===== config.mk =====
export PLATFORM = sky130hd
export DESIGN_NAME = inf_neuron_sequencer
export DESIGN_NICKNAME = d
export VERILOG_FILES = /design/src/rtl/inf_neuron_sequencer.sv
export SDC_FILE = /design/constraint.sdc
export NUM_CORES = 1
export LEC_CHECK = 0
export BUFFER_PORTS_ARGS = -buffer_cell sky130_fd_sc_hd__buf_2
export CAP_MARGIN = 20
export CORE_MARGIN = 5
export CORE_UTILIZATION = 35
export DETAILED_ROUTE_END_ITERATION = 10
export SYNTH_ARGS = -nofsm -noshare
export SYNTH_HDL_FRONTEND = slang
export SYNTH_SLANG_ARGS = --single-unit

===== constraint.sdc =====
create_clock -name clk -period 2.95 [get_ports clk]
set_clock_uncertainty 0.2 [all_clocks]
set_input_delay 0.295 -clock clk [delete_from_list [all_inputs] [get_ports clk]]
set_output_delay 0.295 -clock clk [all_outputs]
set_load 0.1 [all_outputs]

===== src/rtl/inf_neuron_sequencer.sv =====
// ---------------------------------------------------------------------------
// inf_neuron_sequencer
//
// Time-multiplexes one integrate-no-fire accumulator neuron across N_OUT
// output neurons. For each output neuron j it loads the neuron with the
// latched initial membrane value, streams N_IN weights from a synchronous
// weight ROM (address j*N_IN+i), gated by the latched spike vector, fires the
// neuron and captures the resulting membrane voltage into a result stream.
//
// Build option:
//   SKIP_ZERO_SPIKE_EN  when defined, the ROM read strobe is raised only for
//                       inputs whose spike bit is set. Addresses, strobes to
//                       the neuron and all cycle timing are unchanged.
//
// Ports:
//   clk, rst_n           clock, synchronous active-low reset
//   start                run request (accepted only when idle)
//   spike_vec            input spikes, latched on accepted start
//   init_mem_vol         initial membrane value, latched on accepted start
//   busy, done           run status / one-cycle end-of-run pulse
//   w_rd_en, w_addr      weight ROM read strobe and address
//   w_data               ROM data, one cycle after w_rd_en
//   nrn_*                neuron side channel (weight, init value, strobes)
//   nrn_mem_vol          neuron membrane output
//   res_valid, res_idx,
//   res_mem_vol          result stream, one pulse per output neuron
// ---------------------------------------------------------------------------
module inf_neuron_sequencer #(
  parameter int N_IN   = 20,
  parameter int N_OUT  = 18,
  parameter int ADDR_W = 9,
  parameter int IDX_W  = 5
) (
  input  logic              clk,
  input  logic              rst_n,
  input  logic              start,
  input  logic [N_IN-1:0]   spike_vec,
  input  logic [15:0]       init_mem_vol,
  output logic              busy,
  output logic              done,
  output logic              w_rd_en,
  output logic [ADDR_W-1:0] w_addr,
  input  logic [7:0]        w_data,
  output logic [7:0]        nrn_weight,
  output logic [15:0]       nrn_input_mem_vol,
  output logic              nrn_load_en,
  output logic              nrn_input_valid,
  output logic              nrn_output_en,
  input  logic [15:0]       nrn_mem_vol,
  output logic              res_valid,
  output logic [IDX_W-1:0]  res_idx,
  output logic [15:0]       res_mem_vol
);

  localparam int IW = (N_IN > 1) ? $clog2(N_IN) : 1;
  localparam logic [IW-1:0]     I_LAST = IW'(N_IN - 1);
  localparam logic [IDX_W-1:0]  J_LAST = IDX_W'(N_OUT - 1);
  localparam logic [ADDR_W-1:0] BASE_STEP = ADDR_W'(N_IN);

  typedef enum logic [2:0] {
    S_IDLE, S_LOAD, S_STREAM, S_DRAIN, S_FIRE, S_CAPTURE, S_DONE
  } state_t;

  state_t state, state_nxt;

  logic [IW-1:0]     i_cnt;
  logic [IDX_W-1:0]  j_cnt;
  logic [ADDR_W-1:0] base;
  logic [N_IN-1:0]   spike_lat;
  logic [15:0]       init_lat;
  logic              vld_p1;
  logic              spk_p1;

  always_ff @(posedge clk) begin
    if (!rst_n) state <= S_IDLE;
    else        state <= state_nxt;
  end

  // Issue stage (p0) -> data-return stage (p1): the ROM answers one cycle
  // after the address, so the pending flag and the spike bit of the issued
  // input travel one cycle to line up with w_data.
  always_ff @(posedge clk) begin
    if (!rst_n) begin
      i_cnt     <= '0;
      j_cnt     <= '0;
      base      <= '0;
      spike_lat <= '0;
      init_lat  <= '0;
      vld_p1    <= 1'b0;
      spk_p1    <= 1'b0;
    end else begin
      vld_p1 <= (state == S_STREAM);
      spk_p1 <= (state == S_STREAM) & spike_lat[i_cnt];
      case (state)
        S_IDLE: begin
          if (start) begin
            spike_lat <= spike_vec;
            init_lat  <= init_mem_vol;
            i_cnt     <= '0;
            j_cnt     <= '0;
            base      <= '0;
          end
        end
        S_STREAM: i_cnt <= (i_cnt == I_LAST) ? '0 : i_cnt + 1'b1;
        S_CAPTURE: begin
          // Running base replaces j*N_IN.
          base  <= base + BASE_STEP;
          j_cnt <= j_cnt + 1'b1;
        end
        default: ;
      endcase
    end
  end

  always_comb begin
    state_nxt     = state;
    busy          = 1'b0;
    done          = 1'b0;
    w_rd_en       = 1'b0;
    w_addr        = '0;
    nrn_load_en   = 1'b0;
    nrn_output_en = 1'b0;
    res_valid     = 1'b0;
    res_idx       = '0;
    res_mem_vol   = '0;
    case (state)
      S_IDLE: begin
        if (start) state_nxt = S_LOAD;
      end
      S_LOAD: begin
        busy        = 1'b1;
        nrn_load_en = 1'b1;
        state_nxt   = S_STREAM;
      end
      S_STREAM: begin
        busy   = 1'b1;
`ifdef SKIP_ZERO_SPIKE_EN
        w_rd_en = spike_lat[i_cnt];
`else
        w_rd_en = 1'b1;
`endif
        w_addr = base + ADDR_W'(i_cnt);
        if (i_cnt == I_LAST) state_nxt = S_DRAIN;
      end
      S_DRAIN: begin
        busy      = 1'b1;
        state_nxt = S_FIRE;
      end
      S_FIRE: begin
        busy          = 1'b1;
        nrn_output_en = 1'b1;
        state_nxt     = S_CAPTURE;
      end
      S_CAPTURE: begin
        busy        = 1'b1;
        res_valid   = 1'b1;
        res_idx     = j_cnt;
        res_mem_vol = nrn_mem_vol;
        state_nxt   = (j_cnt == J_LAST) ? S_DONE : S_LOAD;
      end
      S_DONE: begin
        busy      = 1'b1;
        done      = 1'b1;
        state_nxt = S_IDLE;
      end
      default: state_nxt = S_IDLE;
    endcase
  end

  // Only the issue of a spiking input produces an accumulate strobe, and the
  // weight is forced to zero outside those cycles so idle outputs stay quiet.
  assign nrn_input_valid   = vld_p1 & spk_p1;
  assign nrn_weight        = nrn_input_valid ? w_data : 8'd0;
  assign nrn_input_mem_vol = init_lat;

endmodule


==> out/qor.txt <==
status = complete, no violations
sequential area share after synthesis = 0.3852
CTS Sinks = 58
Critical Path Max Stage Delay = 580 ps
library cells used by synthesis = 39
startpoint types = flop
# IOs = 124
row count = 33
Die Height = 102.8 µm
Rel. slew slack = 0.5903
Hold Path Class = in2reg
n_diodes = 0
area growth from synthesis to layout = 48.36%
core region area = 8299 µm²
met2 usage = 0.2721
CTS buffer count = 9
vias = 3048
hpwl dp = 5890 µm
first-pass GRT wire length = 13460 µm
drt first pass iters = 4
Synth Flop Type = dfxtp_1
Avg Inst Size Synth = 8.081 µm²
Port Buf Inserts = 123
CTS H-tree depth = 3
vias per cell = 4.916
Period minus WS final = 2770 ps
Remaining DRCs = 0
Slew Viols, Final = 0
Max Clk Rate = 0.3610 GHz
mapped cell area = 3014 µm²
vias in the first global route = 2968
fin nets = 580
Hold Fails Final Rpt = 0
Clk Tree Root Cell = clkbuf_8
largest net degree at the start of global routing = 40
Tot GR Track Use = 0.1594
CTS tree = built
CP arrival = 2280 ps
delay-heaviest family, CP = buffers and inverters
die span in x = 102.8 µm
Post-Route WL = 8219 µm
Slowest-stage cell, CP = dfxtp_1
Routed Antenna Nets = 0
EDFF count, synth = 0
# setup viols final = 0
Syn. warnings = 0
met3 Use GR = 0.05819
worst skew pair latency = 340 ps
met1 global-route usage = 0.1845
max_cap viols = 0
die area = 10570 µm²
Remaining Overflow, GRT = 0
Async SR Flop Fraction = 0
slew of the pin with the lowest slew margin = 613.9 ps
clock-pin slew on the worst setup and hold paths = 70 ps
WS Path Type = reg2out
Seq cells post-synth = 58
CP endpoint kind = output pin
layer with the highest usage = met2
critical path peak fanout = 13
Power per Cell Area = 499.9 nW/µm²
Clock Path Buffers = 2
Req. time, crit path = 2460 ps
Routability Congestion = 0.7669
Fin Hold WS = 11.98 ps
# Post-CTS Setup Buffers = 0
setup repair after global routing missed its margin = no
worst vdd ir = 331.9 µV
period utilization = 0.9390
WP buf/inv = 2
commonest cells after routing, fill and taps aside = buf_2, nand2_1, dfxtp_1
Cell Chain, Critical Path = or3b_1 > inv_1 > and2_1 > buf_2
total power = 2235 µW
drt wl/cell = 13.26 µm
Layout Utilization = 0.5388
share of layout cells above drive strength 1 = 0.3049
Synth Net Count = 443
Detailed Route Iter0 Violations = 95
most common cell after layout, fill and taps aside = buf_2
Post-Syn Instances = 373
Starting Density = 0.3632
initial antenna violation count = 0
Leak = 0.001947 µW
[metrics by stage]
step                      TNS [ps]  setup slack (ps)  instance area (µm²)  instances
final                            0             179.9                 4472        620
after global routing             0             31.86                 4472        620
after CTS                        0             51.84                 4466        620
after detailed placement         0             338.1                 4063        582
after global placement           0             389.0                 4063        582
after floorplan             -2.755            -2.755                 3039        373
[worst paths after layout]
kind	cells past startpoint	startpoint	end	slack [ps]
worst min-delay path	3	init_mem_vol[3]	nrn_input_mem_vol[3]	10
worst max register to register	5	state[2]	j_cnt[4]	810
worst min register to register	2	spike_lat[18]	spike_lat[18]	250
worst max-delay path	4	state[1]	w_addr[1]	180
[cell usage after synthesis, types with 2 or more instances]
cell / count / area (µm²)
nand4_1: 4 / 25.02
o21ai_0: 8 / 40.04
a31oi_1: 4 / 25.02
a21boi_1: 5 / 37.54
buf_4: 4 / 30.03
nor3b_1: 3 / 22.52
o21a_1: 4 / 30.03
nand3_1: 4 / 20.02
nand3b_1: 4 / 30.03
dfxtp_1: 58 / 1161
or3_1: 2 / 12.51
mux4_2: 2 / 45.04
buf_2: 11 / 55.05
ha_1: 7 / 87.58
and3_1: 12 / 75.07
a21oi_1: 12 / 60.06
nand2b_1: 3 / 18.77
o211ai_1: 2 / 15.01
nand2_1: 86 / 322.8
a21boi_0: 40 / 300.3
o311ai_0: 2 / 17.52
nor2_1: 19 / 71.32
nor2b_1: 5 / 31.28
and2_1: 26 / 162.7
a22oi_1: 3 / 22.52
clkbuf_1: 11 / 41.29
inv_1: 6 / 22.52
mux2i_1: 7 / 70.07
xnor2_1: 4 / 35.03
or4_1: 3 / 22.52
nand4bb_1: 2 / 22.52
nor3_1: 3 / 15.01
[worst register-to-register path, delay by kind of cell (launching register included)]
family          cells  cell delay (ps)
simple gates        3              580
buf+inv             1              490
flops               1              600
compound gates      1              170
[registers in the layout (all words and copies together), names as in the netlist]
register and cells:
spike_lat 20, spk_p1 1, base 7, j_cnt 5, nrn_input_mem_vol 16, i_cnt 5
vld_p1 1, state 3
[cell families (layout without fill, tap and decap cells)]
| kind of cell | Yosys count | after routing | synth area share |
|---|---|---|---|
| adder cells (fa/ha/maj) | 7 | 7 | 0.02906 |
| AND/OR/NAND/NOR | 181 | 181 | 0.2997 |
| buffers and inverters | 32 | 174 | 0.04940 |
| flip-flops | 58 | 58 | 0.3852 |
| XOR/XNOR | 4 | 4 | 0.01162 |
| AO/OA/AOI/OAI | 82 | 82 | 0.1868 |
| multiplexers | 9 | 9 | 0.03819 |
[layout make-up]
cell class / instances / area [µm²]
clock buffers: 10 / 137.6
well taps: 105 / 131.4
fillers: 777 / 3827
inverters: 6 / 22.52
repair buffers: 152 / 1236
multi-input cells: 283 / 1740
flip-flops and latches: 58 / 1161
clock inverters: 6 / 42.54
[where the power goes]
group | switching (µW) | leakage (µW) | total (µW) | internal, µW
Sequential | 57.0 | 0.000473 | 904 | 847
Clock | 341 | 0.0000882 | 668 | 327
Combinational | 474 | 0.00139 | 663 | 189
Total | 873 | 0.00195 | 2240 | 1360
[routing by layer]
metal	part of all wire	wire, µm
met4	0.015	121
met3	0.090	742
met5	0	0
met2	0.46	3800
met1	0.43	3554
[repair_timing]
item / in CTS / in global routing
gates resized for setup: 1 / 2
endpoints found under the hold margin: 22 / 0
hold buffers: 22 / 0
setup endpoints to repair: 1 / 4
Power figures use the tool's default switching activity.
